$ cat src/rtl/ysyx_24100005_ifu_pkg.sv
// ---------------------------------------------------------------------------
// ysyx_24100005_ifu_pkg
// Shared definitions for the instruction-fetch controller of the multicycle
// NPC: fetch FSM state encoding, reset PC, PC increment and a NOP word used
// as filler on idle response buses.
// ---------------------------------------------------------------------------
package ysyx_24100005_ifu_pkg;

  localparam logic [31:0] RESET_PC_DEFAULT = 32'h8000_0000;
  localparam int unsigned PC_STEP          = 4;
  localparam logic [31:0] INST_NOP         = 32'h0000_0013;

  // Fixed encodings keep the state register readable in legacy waveform
  // viewers and netlists.
  typedef enum logic [1:0] {
    ST_BOOT = 2'd0,
    ST_REQ  = 2'd1,
    ST_WAIT = 2'd2,
    ST_HOLD = 2'd3
  } ifu_state_e;

  // Instruction fetch is word-granular; any set low bit is a misaligned PC.
  function automatic logic pc_misaligned(input logic [1:0] pc_lsb);
    return pc_lsb != 2'b00;
  endfunction

endpackage

$ cat src/rtl/ysyx_24100005_ifu_ctrl_pc_gen.sv
// ---------------------------------------------------------------------------
// ysyx_24100005_pc_gen
// Fetch PC register with next-PC selection: redirect target, sequential
// PC+4 (wrapping modulo 2^ADDR_W) or hold.
//
// Ports
//   clk           in   clock
//   rst           in   synchronous active-low reset (PC <= RESET_PC)
//   redirect_i    in   load redirect_pc_i (wins over advance_i)
//   redirect_pc_i in   redirect target
//   advance_i     in   step PC by PC_STEP
//   pc_o          out  current fetch PC
// ---------------------------------------------------------------------------
module ysyx_24100005_pc_gen
  import ysyx_24100005_ifu_pkg::*;
#(
  parameter int unsigned       ADDR_W   = 32,
  parameter logic [ADDR_W-1:0] RESET_PC = ADDR_W'(RESET_PC_DEFAULT)
) (
  input  logic              clk,
  input  logic              rst,
  input  logic              redirect_i,
  input  logic [ADDR_W-1:0] redirect_pc_i,
  input  logic              advance_i,
  output logic [ADDR_W-1:0] pc_o
);

  logic [ADDR_W-1:0] pc_q, pc_d;

  // NOTE: every combinational output gets a default first, so no path through
  // the block leaves a variable unassigned and no latch is inferred.
  always_comb begin
    pc_d = pc_q;
    if (redirect_i) begin
      pc_d = redirect_pc_i;
    end else if (advance_i) begin
      pc_d = pc_q + ADDR_W'(PC_STEP);
    end
  end

  // NOTE: state registers use non-blocking assignments so every flop samples
  // pre-edge values regardless of block evaluation order.
  always_ff @(posedge clk) begin
    if (!rst) begin
      pc_q <= RESET_PC;
    end else begin
      pc_q <= pc_d;
    end
  end

  assign pc_o = pc_q;

endmodule

$ cat src/rtl/ysyx_24100005_ifu_ctrl.sv
// ---------------------------------------------------------------------------
// ysyx_24100005_ifu_ctrl
// Instruction-fetch controller: owns the fetch PC, keeps at most one request
// outstanding to instruction memory, holds each fetched word until decode
// takes it, and applies execute-stage redirects, squashing wrong-path fetches
// with a kill flag.
//
// Ports
//   clk, rst                  clock, synchronous active-low reset
//   imem_req_valid/ready/addr request channel (address stable until ready)
//   imem_rsp_valid/data/err   response channel (sampled only while waiting)
//   redirect_valid/pc         redirect from execute (ignored in BOOT)
//   inst_valid/ready          decode handshake
//   inst, inst_pc             held instruction and its PC
//   fetch_fault               qualifies inst_valid: access error or bad PC
//
// Optional build macro YSYX_24100005_IFU_PERF_EN adds perf_fetch_cnt
// (committed decode handshakes) and perf_wait_cnt (memory stall cycles).
// ---------------------------------------------------------------------------
module ysyx_24100005_ifu_ctrl
  import ysyx_24100005_ifu_pkg::*;
#(
  parameter int unsigned       ADDR_W   = 32,
  parameter logic [ADDR_W-1:0] RESET_PC = ADDR_W'(RESET_PC_DEFAULT)
) (
  input  logic              clk,
  input  logic              rst,
  output logic              imem_req_valid,
  input  logic              imem_req_ready,
  output logic [ADDR_W-1:0] imem_req_addr,
  input  logic              imem_rsp_valid,
  input  logic [31:0]       imem_rsp_data,
  input  logic              imem_rsp_err,
  input  logic              redirect_valid,
  input  logic [ADDR_W-1:0] redirect_pc,
  output logic              inst_valid,
  input  logic              inst_ready,
  output logic [31:0]       inst,
  output logic [ADDR_W-1:0] inst_pc,
  output logic              fetch_fault
`ifdef YSYX_24100005_IFU_PERF_EN
  ,
  output logic [63:0]       perf_fetch_cnt,
  output logic [63:0]       perf_wait_cnt
`endif
);

  ifu_state_e        state_q, state_d;
  logic              kill_q, kill_d;
  logic              req_pend_q, req_pend_d;
  logic [ADDR_W-1:0] req_addr_q, req_addr_d;
  logic              inst_valid_q, inst_valid_d;
  logic [31:0]       inst_q, inst_d;
  logic [ADDR_W-1:0] inst_pc_q, inst_pc_d;
  logic              fault_q, fault_d;

  logic [ADDR_W-1:0] pc;
  logic              redirect_en;
  logic              pc_aligned;
  logic              req_fire;
  logic              dec_fire;
  logic              advance;

  assign redirect_en = redirect_valid && (state_q != ST_BOOT);
  assign pc_aligned  = !pc_misaligned(pc[1:0]);

  // Once a request has been shown to memory it is frozen in req_addr_q, so a
  // redirect that moves the PC cannot disturb the pending address.
  assign imem_req_valid = (state_q == ST_REQ) && (req_pend_q || pc_aligned);
  assign imem_req_addr  = req_pend_q ? req_addr_q : pc;
  assign req_fire       = imem_req_valid && imem_req_ready;

  // A decode handshake coincident with a redirect is void and does not step.
  assign dec_fire = inst_valid_q && inst_ready;
  assign advance  = dec_fire && !redirect_en;

  ysyx_24100005_pc_gen #(
    .ADDR_W   (ADDR_W),
    .RESET_PC (RESET_PC)
  ) u_pc_gen (
    .clk           (clk),
    .rst           (rst),
    .redirect_i    (redirect_en),
    .redirect_pc_i (redirect_pc),
    .advance_i     (advance),
    .pc_o          (pc)
  );

  always_comb begin
    state_d      = state_q;
    kill_d       = kill_q;
    req_pend_d   = req_pend_q;
    req_addr_d   = req_addr_q;
    inst_valid_d = inst_valid_q;
    inst_d       = inst_q;
    inst_pc_d    = inst_pc_q;
    fault_d      = fault_q;

    case (state_q)
      ST_BOOT: begin
        state_d = ST_REQ;
      end

      ST_REQ: begin
        if (imem_req_valid) begin
          // A redirect after the request is visible cannot retract it; the
          // response is squashed later instead.
          kill_d = kill_q || redirect_en;
          if (req_fire) begin
            state_d    = ST_WAIT;
            req_pend_d = 1'b0;
          end else begin
            req_pend_d = 1'b1;
            req_addr_d = imem_req_addr;
          end
        end else if (!redirect_en) begin
          // Misaligned PC: never reaches memory, deliver a fault instead.
          // A simultaneous redirect simply retries from the new PC.
          state_d      = ST_HOLD;
          inst_d       = 32'h0;
          inst_pc_d    = pc;
          fault_d      = 1'b1;
          inst_valid_d = 1'b1;
        end
      end

      ST_WAIT: begin
        if (imem_rsp_valid) begin
          if (kill_q || redirect_en) begin
            kill_d  = 1'b0;
            state_d = ST_REQ;
          end else begin
            // With no redirect since the request, pc is still its address.
            inst_d       = imem_rsp_data;
            inst_pc_d    = pc;
            fault_d      = imem_rsp_err;
            inst_valid_d = 1'b1;
            state_d      = ST_HOLD;
          end
        end else if (redirect_en) begin
          kill_d = 1'b1;
        end
      end

      ST_HOLD: begin
        if (redirect_en || inst_ready) begin
          inst_valid_d = 1'b0;
          state_d      = ST_REQ;
        end
      end

      default: begin
        state_d = ST_BOOT;
      end
    endcase
  end

  always_ff @(posedge clk) begin
    if (!rst) begin
      state_q      <= ST_BOOT;
      kill_q       <= 1'b0;
      req_pend_q   <= 1'b0;
      req_addr_q   <= '0;
      inst_valid_q <= 1'b0;
      inst_q       <= 32'h0;
      inst_pc_q    <= '0;
      fault_q      <= 1'b0;
    end else begin
      state_q      <= state_d;
      kill_q       <= kill_d;
      req_pend_q   <= req_pend_d;
      req_addr_q   <= req_addr_d;
      inst_valid_q <= inst_valid_d;
      inst_q       <= inst_d;
      inst_pc_q    <= inst_pc_d;
      fault_q      <= fault_d;
    end
  end

  assign inst_valid  = inst_valid_q;
  assign inst        = inst_q;
  assign inst_pc     = inst_pc_q;
  assign fetch_fault = fault_q;

`ifdef YSYX_24100005_IFU_PERF_EN
  logic [63:0] perf_fetch_q;
  logic [63:0] perf_wait_q;
  logic        stall;

  assign stall = ((state_q == ST_REQ)  && !imem_req_ready) ||
                 ((state_q == ST_WAIT) && !imem_rsp_valid);

  always_ff @(posedge clk) begin
    if (!rst) begin
      perf_fetch_q <= 64'd0;
      perf_wait_q  <= 64'd0;
    end else begin
      if (advance) perf_fetch_q <= perf_fetch_q + 64'd1;
      if (stall)   perf_wait_q  <= perf_wait_q + 64'd1;
    end
  end

  assign perf_fetch_cnt = perf_fetch_q;
  assign perf_wait_cnt  = perf_wait_q;
`endif

endmodule
$ cat config.mk
export PLATFORM = sky130hd
export DESIGN_NAME = ysyx_24100005_ifu_ctrl
export DESIGN_NICKNAME = d
export VERILOG_FILES = /design/src/rtl/ysyx_24100005_ifu_pkg.sv /design/src/rtl/ysyx_24100005_ifu_ctrl_pc_gen.sv /design/src/rtl/ysyx_24100005_ifu_ctrl.sv
export SDC_FILE = /design/constraint.sdc
export NUM_CORES = 1
export LEC_CHECK = 0
export CORE_ASPECT_RATIO = 1.75
export CORE_MARGIN = 3
export CORE_UTILIZATION = 42
export DETAILED_ROUTE_END_ITERATION = 10
export HOLD_SLACK_MARGIN = 0.15
export PLACE_DENSITY = 0.71
export REMOVE_ABC_BUFFERS = 1
export SYNTH_ARGS = -nofsm -noshare
export SYNTH_HDL_FRONTEND = slang
export SYNTH_SLANG_ARGS = --single-unit
$ cat constraint.sdc
create_clock -name clk -period 2.5 [get_ports clk]
set_input_delay 0.5 -clock clk [delete_from_list [all_inputs] [get_ports clk]]
set_output_delay 0.5 -clock clk [all_outputs]
set_load 0.005 [all_outputs]
# Word-level counts from Yosys, hierarchy flattened
# Cells that the tools add are included.
# word_totals
register_bits	134
inputBits	71
output_inout_bits	99
wordCells	81
# classes
add_sub_neg	1
eq_ne	13
mux	35
bitwise	1
reduce_logical	22
# ops
op	count
two-way mux 32 bit	11
case mux 32 bit (2 select lines)	2
adder 32 x 3 -> 32 bit, second input constant	1
two-way mux 1 bit	12
two-way mux 2 bit	6
inequality test 2 bit, second input constant	6
inequality test 3 bit, second input constant	4
case mux 2 bit (4 select lines)	1
AND reduction 4 bit	2
nonzero test 2 bit	4
AND reduction 6 bit	1
logical AND 1 bit	5
AND reduction 5 bit	1
== test 2 bit, second input constant	2
case mux 1 bit (2 select lines)	2
logical OR 1 bit	3
case mux 1 bit (3 select lines)	1
AND reduction 3 bit	1
nonzero test 3 bit	1
== test 2 x 1 -> 1 bit, second input constant	1
zero test 1 bit	2
zero test 2 bit	1
AND reduction 2 bit	1
inverter 1 bit	1

# Longest topological paths before layout
# depth
word_depth	8
ltp_mapped	10
depth_no_buf	6

# Cells and area by module
# From an unflattened synthesis, not the netlist that was laid out.
# unflattened
cells_unflattened	704
hier_area_um2	6606.3
# by_module_without_submodules
module	instances	cells_per_inst	area_per_inst_um2	seq_area_each_um2
ysyx_24100005_ifu_ctrl	1	470	4652.0	2042.0
ysyx_24100005_pc_gen	1	234	1954.4	640.6

# Worst setup path before layout
# No wires, ideal clock.
# synth_timing
path_type	input -> register
startpoint	in redirect_valid
endpoint	reg inst_q[12] (netlist: inst[12])
setup_ps	72
t_arrival_ps	1841
t_required_ps	2428
setup_slack_ps	588
cell_stages	7
path_buffers	3
cell_sequence	nor2b_1 o21ai_0 and3_1 clkbuf_1 buf_2 buf_2 mux2i_1
# synth_between
elab_chain_cells	4
elab_cells_between_ends	5
cone_classes	2 x eq/ne; 3 x reduce/logical
# synth_rtl
item	line	rtl
from (decl)	ysyx_24100005_ifu_ctrl.sv:34	input logic redirect_valid,
logical AND 1 bit (*)	ysyx_24100005_ifu_ctrl.sv:64	assign redirect_en = redirect_valid && (state_q != ST_BOOT);
logical OR 1 bit	ysyx_24100005_ifu_ctrl.sv:129	if (kill_q || redirect_en) begin
inequality test 2 bit (no source line)	n/a	
AND reduction 5 bit (no source line) (*)	n/a	
to (signal assigned)	ysyx_24100005_ifu_ctrl.sv:174	inst_q <= inst_d;
to (decl)	ysyx_24100005_ifu_ctrl.sv:53	logic [31:0] inst_q, inst_d;
# Mark *: on every way between the ends. The rest lies on a longest branch, timed or not.
# A chain may end at the register's enable or synchronous reset.

# Final worst setup path
# layout_timing
startpoint	reg req_pend_q
endpoint	out imem_req_addr[31]
# layout_between
elab_chain_cells	1
# layout_rtl
item	line	rtl
from (decl)	ysyx_24100005_ifu_ctrl.sv:50	logic req_pend_q, req_pend_d;
from (signal assigned)	ysyx_24100005_ifu_ctrl.sv:171	req_pend_q <= req_pend_d;
two-way mux 32 bit	ysyx_24100005_ifu_ctrl.sv:70	assign imem_req_addr = req_pend_q ? req_addr_q : pc;
to (decl)	ysyx_24100005_ifu_ctrl.sv:30	output logic [ADDR_W-1:0] imem_req_addr,
# No other way between the ends.

==> results.json <==
{
  "outcome": "finished, final reports clean",
  "route.antenna.remaining_nets": 0,
  "final_net_count": 982,
  "yosys.area_share.xor_xnor": 0.0153,
  "antenna_violations_before_repair": 0,
  "grt_pass1_vias": 6008,
  "fin_crit_ns": 2.40,
  "finClkSkew_ns": 0.0113,
  "place_congestion": 0.808,
  "rsz0062_at_grt": "false",
  "hold_path.startpoint": "inst_pc[2]",
  "core.rowCount": 58,
  "groute.layer.met3.usage": 0.0357,
  "tritoncts_num_sinks": 134,
  "crit_path_max_incr_delay_ns": 0.49,
  "grt_start_max_net_pins": 91,
  "synth.mux.area_fraction": 0.162,
  "start_kind": "flop",
  "synth.yosys.seq_area_share": 0.426,
  "cp.arrival_ns": 1.90,
  "reg2reg_setup_slack_ns": 0.38,
  "dominant_combinational_cell_family_by_area_after_synthesis": "simple AND/OR/NAND/NOR gates",
  "worst_hold_path.endpoint": "inst_pc[2]",
  "place.detailed.hpwl_um": 12800,
  "critical-path-top-delay-family": "buffers and inverters",
  "yosysTopAreaCell": "sky130_fd_sc_hd__dfxtp_1",
  "worstPathCellList": "buf_12 -> mux2_2 -> clkdlybuf4s50_1",
  "placement.io_buffers": 169,
  "critical_path_peak_fanout": 13,
  "grt_pass1_wl_um": 30100,
  "syn-cell-area_um2": 6290,
  "cts-root-buf": "sky130_fd_sc_hd__clkbuf_16",
  "post_synth_edffs": 0,
  "fp.dieArea_um2": 16500,
  "syn-mean-instance-area_um2": 8.39,
  "cts_inserted_buffers": 17,
  "min_period_over_period": 0.959,
  "critical_path.reg2reg.startpoint": "u_pc_gen.pc_o[3]",
  "layout_setup_ws_ns": 0.102,
  "io_pins": 170,
  "timing_max_transition_violations_final": 0,
  "utilization": 0.609,
  "avgViaCountPerCell": 5.43,
  "setup_violations": 0,
  "cts_hold_repair_buffers": 0,
  "post_synth_inst_count": 750,
  "critical_path.endpoint_type": "primary output",
  "remaining_drc_errors": 0,
  "vdd_ir_drop_max_mv": 0.643,
  "max_freq_mhz": 417,
  "detailedPlace.worstSlack_ns": 0.00403,
  "grt.overflow.total": 0,
  "reg2reg_to": "u_pc_gen.pc_o[26]",
  "htree_levels": 4,
  "worstRegToRegCells": 6,
  "hold_path_class": "flop to flop",
  "max_slew_margin": 0.552,
  "avg_wl_per_cell_um": 16.7,
  "areaGrowthSynthToFinish_pct": 40.4,
  "cts_tree": "built",
  "post_synth_fa_ha_maj_area_fraction": 0.00994,
  "most_frequently_used_cell_type_in_the_post_synthesis_netlist": "sky130_fd_sc_hd__nand2_1",
  "groute.layer.met1.usage": 0.245,
  "share_of_layout_cells_above_drive_strength_1": 0.118,
  "grt.met2_usage": 0.420,
  "critPathSlowestCell": "sky130_fd_sc_hd__clkdlybuf4s50_1",
  "grt.total_usage": 0.222,
  "timing.max_cap.violations": 0,
  "synth_seq_cells": 134,
  "seq_area_um2": 2690,
  "floorplan.initialDensity": 0.434,
  "power_density_over_the_cells_nw_per_um2": 893,
  "asyncSetResetFlopFracSynth": 0,
  "accumulated_negative_setup_slack_ns": 0,
  "timing_hold_violations_final": 0,
  "power.static_leakage_nw": 3.10,
  "num-fill-cells": 1313,
  "synth_warnings": 0,
  "multi_input_combinational_cell_area_um2": 3330,
  "length_of_the_first_detailed_routing_pass_in_iterations": 5,
  "clk_latency_ns": 0.41,
  "synthFlopType": "sky130_fd_sc_hd__dfxtp_1",
  "post_synth_and_or_nand_nor_area_fraction": 0.221,
  "synth_area_leaders": "sky130_fd_sc_hd__dfxtp_1 43%, sky130_fd_sc_hd__mux2i_1 10%, sky130_fd_sc_hd__nand2_1 9.0%",
  "critPathBufInv": 2,
  "worstMarginPinSlew_ns": 0.671,
  "core_area_um2": 14500,
  "yosysTopAreaCellShare": 0.426,
  "required_ns": 2.00,
  "criticalPathCategory": "flop to primary output",
  "synth-compound-area-share": 0.119,
  "fp.dieW_um": 98.5,
  "routed_wl_um": 18300,
  "synth.cells.most_frequent": "151 x sky130_fd_sc_hd__nand2_1, 134 x sky130_fd_sc_hd__dfxtp_1, 66 x sky130_fd_sc_hd__mux2i_1",
  "cts_buffer_depth": 2,
  "synthDistinctLibCells": 45,
  "cts_post_setup_buffers_inserted": 0,
  "antennaDiodeCount": 0,
  "die_h_um": 168,
  "drt-initial-drc-count": 312,
  "via_count": 5971,
  "worst_setup_hold_path_clk_slew_ns": 0.06,
  "grt-busiest-layer": "met2",
  "min_path_cells": 2
}
[worst min-delay path: cells and delay by family (launching register included)]
| kind | cells | cell delay (ns) |
|---|---|---|
| mux | 1 | 0.05 |
| simple gates | 1 | 0.05 |
| flops | 1 | 0.31 |
[cell type report]
type | instances | area share
multi-input cells | 542 | 0.377
flip-flops and latches | 134 | 0.304
repair buffers | 206 | 0.230
clock buffers | 25 | 0.0561
well taps | 180 | 0.0255
clock inverters | 7 | 0.00524
inverters | 5 | 0.00212
[cell families after synthesis]
kind of cell | count (synthesis)
AND/OR/NAND/NOR | 298
flip-flops | 134
AO/OA/AOI/OAI | 130
multiplexers | 98
buffers and inverters | 74
XOR/XNOR | 11
adder cells (fa/ha/maj) | 5
[power by group]
part           leakage, nW  internal, mW  total, mW  switching (mW)
Sequential            1.09          2.43       2.71           0.286
Clock                0.259          1.37       2.28           0.910
Combinational         1.75          1.48       2.90            1.41
[cell usage in the layout, fill, tap and decap left out, types with 14 or more instances in the layout]
| cell | instances |
|---|---|
| sky130_fd_sc_hd__clkdlybuf4s50_1 | 168 |
| sky130_fd_sc_hd__nand2_1 | 151 |
| sky130_fd_sc_hd__dfxtp_1 | 133 |
| sky130_fd_sc_hd__mux2i_1 | 66 |
| sky130_fd_sc_hd__o21ai_0 | 59 |
| sky130_fd_sc_hd__nand3_1 | 53 |
| sky130_fd_sc_hd__a21oi_1 | 40 |
| sky130_fd_sc_hd__buf_4 | 33 |
| sky130_fd_sc_hd__mux2_2 | 32 |
| sky130_fd_sc_hd__nor2_1 | 23 |
| sky130_fd_sc_hd__clkbuf_16 | 17 |
| sky130_fd_sc_hd__nand4_1 | 14 |
[registers in the layout (all words and copies together), names as in the netlist]
register,flops
state_q,2
inst,32
u_pc_gen.pc_o,32
inst_pc,32
req_pend_q,1
inst_valid,1
fetch_fault,1
kill_q,1
req_addr_q,32
[layer usage]
metal	up-vias	wire, um
li1	2935	-
met1	2832	7050
met2	176	9920
met3	28	888
met4	0	449
met5	-	0
[metrics by stage]
step,area [um^2],hold slack (ns),std cells,power [mW]
after floorplan,6020,0.439,681,4.24
after global placement,8290,0.441,1067,5.63
final,8830,0.455,1099,7.89
after global routing,8830,0.470,1099,8.32
after CTS,8830,0.457,1099,7.97
after detailed placement,8290,0.450,1067,5.66
[worst max path at each step]
stage	from	to	slack (ns)	cells past startpoint
finish	req_pend_q	imem_req_addr[31]	0.10	3
global route	req_pend_q	imem_req_addr[31]	0.05	3
CTS	state_q[1]	imem_req_valid	0.04	5
detailed placement	inst_ready	u_pc_gen.pc_o[26]	0.004	6
global placement	inst_ready	u_pc_gen.pc_o[28]	0.05	5
floorplan	state_q[0]	fetch_fault	-1.97	6
[repair_timing]
action,CTS,global route
pin swaps,0,0
resized for setup,1,1
endpoints found under the hold margin,0,0
setup endpoints to repair,9,1
(Power assumes the default switching activity.)
